**config.mk**
```make
export PLATFORM = sky130hd
export DESIGN_NAME = led_frame_sequencer
export DESIGN_NICKNAME = d
export VERILOG_FILES = /design/src/rtl/led_frame_sequencer.sv
export SDC_FILE = /design/constraint.sdc
export NUM_CORES = 1
export LEC_CHECK = 0
export CORE_MARGIN = 3
export CORE_UTILIZATION = 49
export DETAILED_ROUTE_END_ITERATION = 16
export GPL_ROUTABILITY_DRIVEN = 0
export PLACE_DENSITY = 0.84
export SYNTH_ARGS = -nofsm -noshare
export SYNTH_HDL_FRONTEND = slang
export SYNTH_SLANG_ARGS = --single-unit
export TNS_END_PERCENT = 100
```
**constraint.sdc**
```tcl
create_clock -name clk -period 2.3 [get_ports clk]
set_input_delay 0.46 -clock clk [delete_from_list [all_inputs] [get_ports clk]]
set_output_delay 0.46 -clock clk [all_outputs]
set_load 0.005 [all_outputs]
```
**src/rtl/led_frame_sequencer.sv**
```systemverilog
// LED frame sequencer: walks the Wishbone fetcher through one frame, double-buffers the host
// buffer selection and inserts an inter-frame gap. Optional fetch watchdog: LED_SEQ_TIMEOUT_EN.
module led_frame_sequencer #(
    parameter int unsigned DATA_WIDTH      = 32,
    parameter int unsigned WORDS_PER_FRAME = 11,
    parameter int unsigned GAP_CYCLES      = 16,
    parameter int unsigned TIMEOUT_CYCLES  = 1024
) (
    input  logic                  clk,
    input  logic                  reset,
    input  logic                  enable,
    input  logic                  host_swap_req,
    input  logic [DATA_WIDTH-1:0] host_buf_id,
    output logic [DATA_WIDTH-1:0] buf_id,
    output logic                  wb_request_first_word,
    output logic                  wb_request_next_word,
    input  logic                  wb_recieved_new_word,
    input  logic [DATA_WIDTH-1:0] wb_received_word,
    output logic [DATA_WIDTH-1:0] word_out,
    output logic                  word_valid,
    input  logic                  word_ready,
    output logic                  frame_start,
    output logic                  frame_done,
    output logic                  busy,
    output logic                  fetch_error
);

    localparam int unsigned CntW = $clog2(WORDS_PER_FRAME) + 1;
    localparam int unsigned GapW = $clog2(GAP_CYCLES) + 1;
    localparam logic [CntW-1:0] LastWord = CntW'(WORDS_PER_FRAME - 1);
    localparam logic [GapW-1:0] LastGap  = GapW'(GAP_CYCLES - 1);

    typedef enum logic [2:0] {
        StIdle,
        StReqFirst,
        StWait,
        StHold,
        StReqNext,
        StGap
    } state_e;

    state_e                state_q;
    logic [DATA_WIDTH-1:0] active_buf_q;
    logic [DATA_WIDTH-1:0] pending_buf_q;
    logic                  pending_vld_q;
    logic [CntW-1:0]       word_cnt_q;
    logic [GapW-1:0]       gap_cnt_q;

`ifdef LED_SEQ_TIMEOUT_EN
    localparam int unsigned WdW = $clog2(TIMEOUT_CYCLES) + 1;
    localparam logic [WdW-1:0] LastWd = WdW'(TIMEOUT_CYCLES - 1);
    logic [WdW-1:0] wd_cnt_q;
`else
    assign fetch_error = 1'b0;
`endif

    always_ff @(posedge clk) begin
        if (reset) begin
            state_q               <= StIdle;
            active_buf_q          <= '0;
            pending_buf_q         <= '0;
            pending_vld_q         <= 1'b0;
            word_cnt_q            <= '0;
            gap_cnt_q             <= '0;
            buf_id                <= '0;
            wb_request_first_word <= 1'b0;
            wb_request_next_word  <= 1'b0;
            word_out              <= '0;
            word_valid            <= 1'b0;
            frame_start           <= 1'b0;
            frame_done            <= 1'b0;
            busy                  <= 1'b0;
`ifdef LED_SEQ_TIMEOUT_EN
            wd_cnt_q              <= '0;
            fetch_error           <= 1'b0;
`endif
        end else begin
            frame_start           <= 1'b0;
            frame_done            <= 1'b0;
            wb_request_first_word <= 1'b0;
            wb_request_next_word  <= 1'b0;

            // A new request always lands in the pending slot; last one wins.
            if (host_swap_req) begin
                pending_buf_q <= host_buf_id;
                pending_vld_q <= 1'b1;
            end

            unique case (state_q)
                StIdle: begin
                    word_cnt_q <= '0;
                    if (pending_vld_q) begin
                        active_buf_q <= pending_buf_q;
                        buf_id       <= pending_buf_q;
                        // Keep a request arriving in this very cycle for the next boundary.
                        if (!host_swap_req) begin
                            pending_vld_q <= 1'b0;
                        end
                    end else begin
                        buf_id <= active_buf_q;
                    end
                    if (enable) begin
                        state_q               <= StReqFirst;
                        frame_start           <= 1'b1;
                        wb_request_first_word <= 1'b1;
                        busy                  <= 1'b1;
                    end
                end
                StReqFirst: begin
`ifdef LED_SEQ_TIMEOUT_EN
                    wd_cnt_q <= '0;
`endif
                    state_q <= StWait;
                end
                StWait: begin
                    if (wb_recieved_new_word) begin
                        word_out   <= wb_received_word;
                        word_valid <= 1'b1;
                        state_q    <= StHold;
                    end
`ifdef LED_SEQ_TIMEOUT_EN
                    else if (wd_cnt_q == LastWd) begin
                        fetch_error <= 1'b1;
                        word_valid  <= 1'b0;
                        gap_cnt_q   <= '0;
                        state_q     <= StGap;
                    end else begin
                        wd_cnt_q <= wd_cnt_q + 1'b1;
                    end
`endif
                end
                StHold: begin
                    if (word_valid && word_ready) begin
                        word_valid <= 1'b0;
                        if (word_cnt_q == LastWord) begin
                            frame_done <= 1'b1;
                            gap_cnt_q  <= '0;
                            state_q    <= StGap;
                        end else begin
                            word_cnt_q <= word_cnt_q + 1'b1;
                            state_q    <= StReqNext;
                        end
                    end
                end
                StReqNext: begin
`ifdef LED_SEQ_TIMEOUT_EN
                    wd_cnt_q <= '0;
`endif
                    wb_request_next_word <= 1'b1;
                    state_q              <= StWait;
                end
                StGap: begin
                    if (gap_cnt_q == LastGap) begin
                        gap_cnt_q <= '0;
                        busy      <= 1'b0;
                        state_q   <= StIdle;
                    end else begin
                        gap_cnt_q <= gap_cnt_q + 1'b1;
                    end
                end
                default: begin
                    busy    <= 1'b0;
                    state_q <= StIdle;
                end
            endcase
        end
    end

endmodule

```
-- Word-level counts from Yosys, hierarchy flattened
Index checks and enable logic that the tools add are counted.
- $add $sub $neg: 2
- multiplexer cells: 26
- bitwise logic cells: 4
- reduce and logical (&&, ||, !) cells: 16
- equality and inequality tests: 13
- operator list (cell ; number):
    $mux 5 ; 5
    $pmux 5 s2 ; 2
    $pmux 3 s5 ; 1
    $mux 1 ; 12
    $mux 3 ; 4
    $ne 2x2->1 const B ; 6
    $reduce_and 3->1 ; 4
    $add 5x1->5 const B ; 2
    $eq 5x4->1 const B ; 2
    $eq 3x2->1 const B ; 2
    $eq 3x3->1 const B ; 2
    $reduce_bool 2->1 ; 3
    $not 1->1 ; 4
    $reduce_and 2->1 ; 2
    $reduce_and 4->1 ; 1
    $reduce_or 2->1 ; 2
    $reduce_or 4->1 ; 1
    $eq 3x1->1 const B ; 1
    $logic_not 3->1 ; 1
    $pmux 1 s3 ; 1
    $reduce_or 3->1 ; 1
    $pmux 1 s2 ; 1
    $logic_and 1x1->1 ; 1
- output and inout port bits: 71
- bits in registers: 115
- word-level logic and storage cells: 73

-- Longest topological paths before layout
Gate-level depths: netlist (run 1).
- depth after elaboration: 4
- gate-level depth with buffers: 7
- gate-level depth less buffers: 6

-- Worst setup path after synthesis (run 1)
No wires, ideal clock.
- path kind: reg2reg
- from: reg word_cnt_q[0]
- to: reg word_cnt_q[1]
- arrival time: 1447 ps
- library setup time: 65 ps
- clock period less this slack: 1512 ps
- setup slack: 788 ps
- cell stages (with the launch flop): 7
- path through: dfxtp_1 > inv_1 > ha_1 > and4bb_2 > nor3_1 > mux2_2 > nor2_1
- longest elaborated chain between the ends: 4
- elaborated cells between the ends (all ways): 7
- classes of those cells: add/sub (1); eq/ne (2); mux (3); reduce/logical (1)
- ends and longest elaborated chain (item ; RTL line ; RTL):
    start, declared ; 46 ; logic [CntW-1:0] word_cnt_q;
    start signal, assigned ; 140 ; word_cnt_q <= word_cnt_q + 1'b1;
    $add 5x1->5 ; 140 ;
    $mux 5 ; 135 ; if (word_cnt_q == LastWord) begin
    $mux 5 ; 133 ; if (word_valid && word_ready) begin
    $pmux 5 s2 ; 89 ; unique case (state_q)
Several ways; a longest one is shown, not always the timed one. The select of a mux whose other input is x is not followed.
A chain may end at the register's enable or synchronous reset.

-- Worst setup path after layout (run 1)
- from: reg word_valid
- to: out word_valid
- RTL lines (item ; RTL line ; RTL):
    start, declared ; 20 ; output logic word_valid,
    start signal, assigned ; 69 ; word_valid <= 1'b0;
    start signal, assigned ; 118 ; word_valid <= 1'b1;
    start signal, assigned ; 134 ; word_valid <= 1'b0;
No word-level cell between the ends.

==> results, run 1 <==
- The share of flip-flops with an asynchronous set or reset is 0%.
- After routing, the total negative slack on setup checks comes to 0 ns.
- The starting density of the core is 51.6%.
- The total length of routed wires is 11.1 mm.
- The register cell area after layout is 2300 sq um.
- The diode insertion count for antenna repair is 0.
- The analysis attributes to cell leakage a power of 2.38 nW.
- The number of enable-type register cells in the synthesized netlist is 0.
- For this run, the detailed router's first-pass iteration total came to 4.
- The signal on the critical path passes through clkdlybuf4s50_1.
- The actual slew at the worst max-slew pin is 0.560 ns.
- Clock skew on the completed layout was measured at 0.00782 ns.
- The post-synthesis to final-layout area growth is 46.1%.
- The number of global-route vias before repair is 3846.
- The synthesized netlist devotes 11.9% of its cell area to compound gates.
- The clock latency on the worst-skew pair is 0.49 ns.
- The multi-input logic area is 1810 sq um.
- Of the available clock period, the critical path in the final layout requires 82.1%.
- The count of mapped cells out of synthesis is 498.
- The highest fanout seen on the critical path is 5.
- The clock tree buffer depth is 2.
- After clock tree synthesis, the setup repair step added 0 buffers.
- The share of cell area taken by muxes after synthesis is 7.93%.
- Subtracting the final worst setup slack from the clock period gives 1.89 ns.
- Clock tree synthesis inserted a total of 17 buffers.
- The largest stage delay on the critical path is 0.54 ns.
- The post-detailed-route via-to-cell ratio is 5.20.
- The number of hold violations in the final report is 0.
- The largest individual stage delay along the critical path comes from the cell clkdlybuf4s50_1.
- The wire length of the first global-routing pass is 17.8 mm.
- The worst-case IR drop observed on VDD is 601 uV.
- The proportion of power drawn by flip-flops and latches is 38.7%.
- In this run, synthesis produced a sequential element count of 115.
- The root cell of the clock tree is clkbuf_8.
- The synthesized netlist devotes 0.869% of its cell area to adder and majority cells.
- The area enclosed by the die boundary is 9980 sq um.
- The flow ran to the end, and the final reports show no timing, DRC or antenna violations.
- After floorplanning, the core was sized to cover 8380 sq um.
- Clock-pin slew was measured on the worst setup and hold paths at 0.06 ns.
- The vertical extent of the die is 99.9 um.
- The xor and xnor area share after synthesis is 0.405%.
- Dividing the detail-routed wire length by the instance count gives 14.9 um.
- After synthesis, the mean cell area works out to 8.68 sq um.
- The I/O pin total is 141.
- TritonCTS built the clock tree.
- For this block, the initial DRC count from the detailed router was 131.
- CTS saw 115 sinks.
- The number of pins with negative max-slew slack in the final report came to 0.
- The number of buffers and inverters on the critical path is 1.
- Setup repair after global routing left no endpoint under its margin.
- The total setup violations reported at the end of the flow is 0.
- The clock share of power is 45.0%.
- After synthesis, the largest family of logic cells by area is simple AND/OR/NAND/NOR gates.
- In this run the horizontal extent of the chip is 99.9 um.
- For this run, the leading register cell type out of synthesis is dfxtp_1.
- The cell accounting for the most synthesized area is dfxtp_1.
- In the routed design, unresolved DRC markers number 0.
- Headroom to the max-slew limit came out at 62.6%.
- The switching portion of total power is 26.2%.
- The post-cts hold buffer count is 0.
- The row count is 33.
- The critical setup path kind is register to output port.
- The area share of the largest cell type after synthesis is 53.3%.
- The element type at the critical path end is an output port.
- Internal power comes to 4.34 mW.
- The count of port buffers added during placement is 139.
- The Yosys step of the flow raised 0 warnings.
- For this design the ratio of total power to cell area is 933 nW/um^2.
- Sorting the synthesized cells by area gives the leading types as dfxtp_1 (53%), nand2_1 (12%), a21oi_1 (8.6%).
- The netlist uses 46 different library cells.
- Max-cap violations in this run came to 0.
- The number of vias after detailed routing is 3873.
- For the worst setup path, the data arrival time is 1.43 ns.
- In this run the number of H-tree levels came out at 4.
- Summed over all nets, the half-perimeter wirelength after detailed placement is 7.63 mm.
- The total overflow reported by the global router is 0.
- Of the cells placed in the final design, the portion with a size suffix greater than 1 is 7.97%.
- After clock tree synthesis, the repair step resized 0 gates.
- In this run, the combinational gates consume 16.4% of the power.
- In this run the worst hold path is classified as primary input to register.
- At the worst endpoint, the required time is 1.84 ns.
- Entering global routing, the biggest net connects 48 pins.
- Of the total synthesized cell area, the portion taken by AND, OR, NAND and NOR gates is 20.7%.
- The cell area after synthesis is 4320 sq um.
- The cell total after placement is 713.
- For this run, the register share of the synthesized area comes to 53.3%.
- Static timing analysis puts the maximum clock frequency at 530 MHz.
- The detail route stage leaves a number of antenna-violating nets equal to 0.
- The final net count is 700.
- The post-synthesis net count is 571.
- The net switching power is 1.55 mW.
- The non-filler instance count after layout is 745.
- The fill cell instance count of the final layout is 622.
- The category of the worst setup path launch point is a register.
- The number of antenna violations at the first check in global routing is 0.
- In the global route stage, overall resource usage came out at 22.0%.
- The kind of cell with the highest combined delay along the critical path is buffers and inverters.
synth_stat cells, drive strengths merged (3+ instances only):
library cell and count:
buf 18, and3 3, clkbuf 19, dfxtp 115, o21ai 7, nor2 43
or3 4, ha 3, a21oi 74, nor3 5, mux2i 32, nand3 5
inv 3, nand2 139
power by group through the flow:
stage                     logic, mW  clock network, mW  registers [mW]
after floorplan               0.582                  0            2.28
after global placement        0.939                  0            2.30
after detailed placement      0.966                  0            2.32
after CTS                     0.976               2.68            2.28
after global routing           1.06               2.79            2.30
final                         0.965               2.65            2.28
final timing paths:
path / cells past startpoint / startpoint / to / slack (ns)
hold / removal: 2 / reset / pending_vld_q / 0.32
setup reg to reg: 4 / state_q[0] / state_q[0] / 0.55
setup / recovery: 1 / word_valid / word_valid / 0.41
hold reg to reg: 2 / pending_buf_q[27] / active_buf_q[27] / 0.45
registers in the layout, summed over array words and instances, names as in the netlist:
| register | cells |
|---|---|
| busy | 1 |
| gap_cnt_q | 5 |
| word_out | 32 |
| active_buf_q | 32 |
| frame_start | 1 |
| word_valid | 1 |
| wb_request_next_word | 1 |
| pending_vld_q | 1 |
| pending_buf_q | 32 |
| word_cnt_q | 5 |
| state_q | 3 |
| frame_done | 1 |
per-layer routing:
| layer | share of wire (%) | global-route usage (%) | vias up | wire length [um] |
|---|---|---|---|---|
| met5 | 0 | 0 | - | 0 |
| met4 | 2.0 | 7.35 | 0 | 217 |
| met3 | 8.4 | 7.16 | 21 | 928 |
| met2 | 51 | 38.6 | 135 | 5630 |
| met1 | 39 | 25.2 | 1811 | 4290 |
| li1 | - | - | 1906 | - |
layout make-up:
class / count / share of cell area [%]
clock inverter: 14 / 2.81
tap: 105 / 2.08
multi-input combinational: 343 / 28.6
clock buffer: 18 / 6.78
inverter: 3 / 0.178
sequential: 115 / 36.5
timing repair buffer: 147 / 23.1
through the flow:
stage	instance area [sq um]	hold WS [ns]	setup WS [ns]	total power [mW]	util, %
finish	6310	0.316	0.412	5.89	75.3
global route	6310	0.311	0.322	6.15	75.3
CTS	6310	0.302	0.367	5.93	75.3
detailed placement	5710	0.442	0.199	3.28	68.1
global placement	5710	0.433	0.307	3.24	68.1
floorplan	4320	0.421	0.788	2.86	-
logic make-up after synthesis:
| logic type | count (synthesis) |
|---|---|
| buf+inv | 40 |
| fa+ha+maj | 3 |
| mux | 34 |
| other cells | 1 |
| compound gates | 93 |
| simple gates | 210 |
| flops | 115 |
| xor+xnor | 2 |
cell usage in the layout (no fill, tap or decap), types with 4 or more instances in the layout:
cell type	synthesis	final
buf_4	9	8
mux2i_1	32	32
nor2_1	43	43
clkdlybuf4s50_1	0	137
nand2_1	138	138
nand3_1	5	5
inv_6	0	4
dfxtp_1	115	115
clkbuf_16	0	16
clkinvlp_4	0	4
a21oi_1	74	74
o21ai_0	5	5
nor3_1	4	4
Power figures use the tool's default switching activity.
==> inputs of run 2 (changes only) <==
- CORE_UTILIZATION: 49 -> 41
- PLACE_DENSITY: 0.84 -> 0.75
- clock period: 2.3 -> 1.6 ns (I/O delays scaled with it)
==> results, run 2 (synthesis results as in run 1) <==
- Port buffering added 139 buffers.
- The first-pass detailed-route iteration total is 4.
- For met3 alone, demand over resource in global routing was 8.23%.
- The first global-routing pass estimated 17.7 mm of wire.
- The number of antenna violations at the first check in global routing is 0.
- The number of vias after detailed routing is 3841.
- The die is 109 um wide.
- The non-filler instance count after layout is 783.
- The number of pins with negative max-slew slack in the final report was 0.
- The average wire per cell in the routed design is 14.0 um.
- The setup skew after layout is 0.0165 ns.
- The number of hold violations in the final report was 0.
- Setup slack closes at 0.0264 ns.
- The diode insertion count for antenna repair is 0.
- Leaving out fill and tap cells, the most frequent cells in the layout are nand2_1 (138), dfxtp_1 (110), a21oi_1 (73).
- The worst hold path terminates at gap_cnt_q[3].
- The I/O pin total is 141.
- The initial utilization of the core area, before any placement, comes to 43.2%.
- Counting every sink on the clock net gives 115.
- Summing all placed instances gives a cell area of 5860 sq um.
- The final standard cell area without fillers is 6390 sq um.
- Along the worst hold path, the cell count comes to 2.
- The final net count is 710.
- The number of global-route vias before repair was 3819.
- The endpoint required time on the critical path is 2.02 ns.
- Clock tree synthesis inserted a total of 17 buffers.
- The post-synthesis to final-layout area growth is 47.9%.
- The tightest min-delay check is of the primary input to register type.
- The critical register-to-register path startpoint is gap_cnt_q[0].
- Along the worst path, the maximum fanout reaches 5.
- The clock-pin slew of the registers on the worst-case setup and hold paths is 0.05 ns.
- The routing layer with the top usage in global route is met2.
- The post-cts hold buffer count is 0.
- The share of the clock period used by the worst path after layout is 98.4%.
- The maximum clock frequency is 635 MHz.
- The iteration-0 DRC count of the detailed router is 157.
- The launch instance of the worst min-delay path is reset.
- The critical setup path kind is register to register.
- The clock tree buffer depth is 2.
- The endpoint arrival time on the critical path is 1.99 ns.
- The worst-case IR drop observed on VDD is 662 uV.
- In this run the register-to-register setup slack is 0.03 ns.
- The cell total after placement is 750.
- The fill cell instance count of the final layout is 879.
- The pin count of the biggest net entering global routing is 46.
- The total overflow left after global routing is 0.
- The area of the core is 10000 sq um.
- The total setup violations reported at the end of the flow is 0.
- Power spread over the standard cell area amounts to 1270 nW/um^2.
- In the global route stage, overall resource usage came out at 18.8%.
- The root cell of the clock tree is clkbuf_8.
- The run finished with clean final reports.
- The met2 usage in global routing is 30.9%.
- The post-detailed-route DRC marker count is 0.
- The clock latency on the worst-skew pair is 0.51 ns.
- Max-cap violations in this run came to 0.
- TritonCTS built the clock tree.
- After detailed routing, the total wire length is 11.0 mm.
- The worst register-to-register path has a depth of 5.
- Leaving out fill and tap cells, the most frequent cell in the layout is nand2_1.
- The minimum clock period is 1.57 ns.
- The largest registers in the layout are active_buf_q x32, pending_buf_q x32, word_out x32.
- The category of the worst setup path launch point is a register.
- The capturing point of the worst reg2reg path is state_q[0].
- The count of antenna-violating nets left after detailed routing is 0.
- The share of final-layout standard cells stronger than drive strength 1 is 11.1%.
- The static leakage power is 2.74 nW.
- The die covers 11800 sq um.
- The floorplan has 36 rows.
- After routing, the total negative slack on setup checks comes to 0 ns.
- The placed wire-length estimate is 7.40 mm.
- The vertical extent of the die is 109 um.
- The element type at the critical path end is a register.
- The setup slack at placement is -0.309 ns.
- The H-tree depth reported by CTS is 4.
- The met1 usage in global routing is 21.6%.
- Using the TritonRoute via totals, the vias-per-cell ratio works out to 4.91.
[run 2: cell types whose count changed in the layout (fill, tap and decap cells not counted), sizes merged]
cell and delta:
clkbuf +3, dlygate4sd2 +70, clkdlybuf4s50 -70, buf +10
clkinv -1, bufinv -2, inv -3, clkinvlp +3
[run 2: worst max-delay path: stages, from the launching register on]
cell	delay, ns
dfxtp_1	0.41
ha_1	0.22
and4b_1	0.26
o22ai_4	0.08
or3_1	0.36
a21oi_1	0.16
[run 2: worst max path at each step]
stage / depth (start not counted) / slack [ns] / to / startpoint
after floorplan: 6 / 0.09 / word_cnt_q[1] / word_cnt_q[0]
after global placement: 6 / -0.20 / state_q[0] / word_ready
after detailed placement: 6 / -0.31 / state_q[0] / word_ready
after CTS: 5 / 0.02 / state_q[0] / state_q[0]
after global routing: 5 / -0.03 / state_q[0] / gap_cnt_q[0]
final: 5 / 0.03 / state_q[0] / gap_cnt_q[0]
[run 2: metrics by stage]
step | utilization, % | hold slack (ns) | power (mW)
2_1_floorplan | - | 0.421 | 4.11
3_3_place_gp | 58.6 | 0.436 | 4.79
3_5_place_dp | 58.6 | 0.446 | 4.84
4_1_cts | 63.5 | 0.0385 | 8.21
5_1_grt | 63.9 | 0.0441 | 8.58
6_report | 63.9 | 0.0610 | 8.14
[run 2: power by group]
part / switching (mW) / total, mW / internal [mW]
registers: 0.151 / 3.26 / 3.11
clock network: 1.30 / 3.44 / 2.14
logic: 0.727 / 1.44 / 0.715
[run 2: area by class of cell]
class,instances,area (sq um),area share (%)
clock buffer,21,449,7.03
clock inverter,11,105,1.64
inverter,3,11.3,0.176
multi-input combinational,343,1850,28.9
sequential,115,2310,36.2
tap,133,166,2.60
timing repair buffer,157,1500,23.4
[run 2: what timing repair did]
action,4_1_cts,5_1_grt
resized for setup,77,12
pin swaps,1,3
setup endpoints to repair,73,25
setup buffers,0,1
[run 2: routing by layer]
metal / part of all wire (%) / vias to the layer above
met1: 41 / 1771
li1: - / 1933
met4: 1.8 / 0
met5: 0 / -
met3: 8.7 / 19
met2: 48 / 118
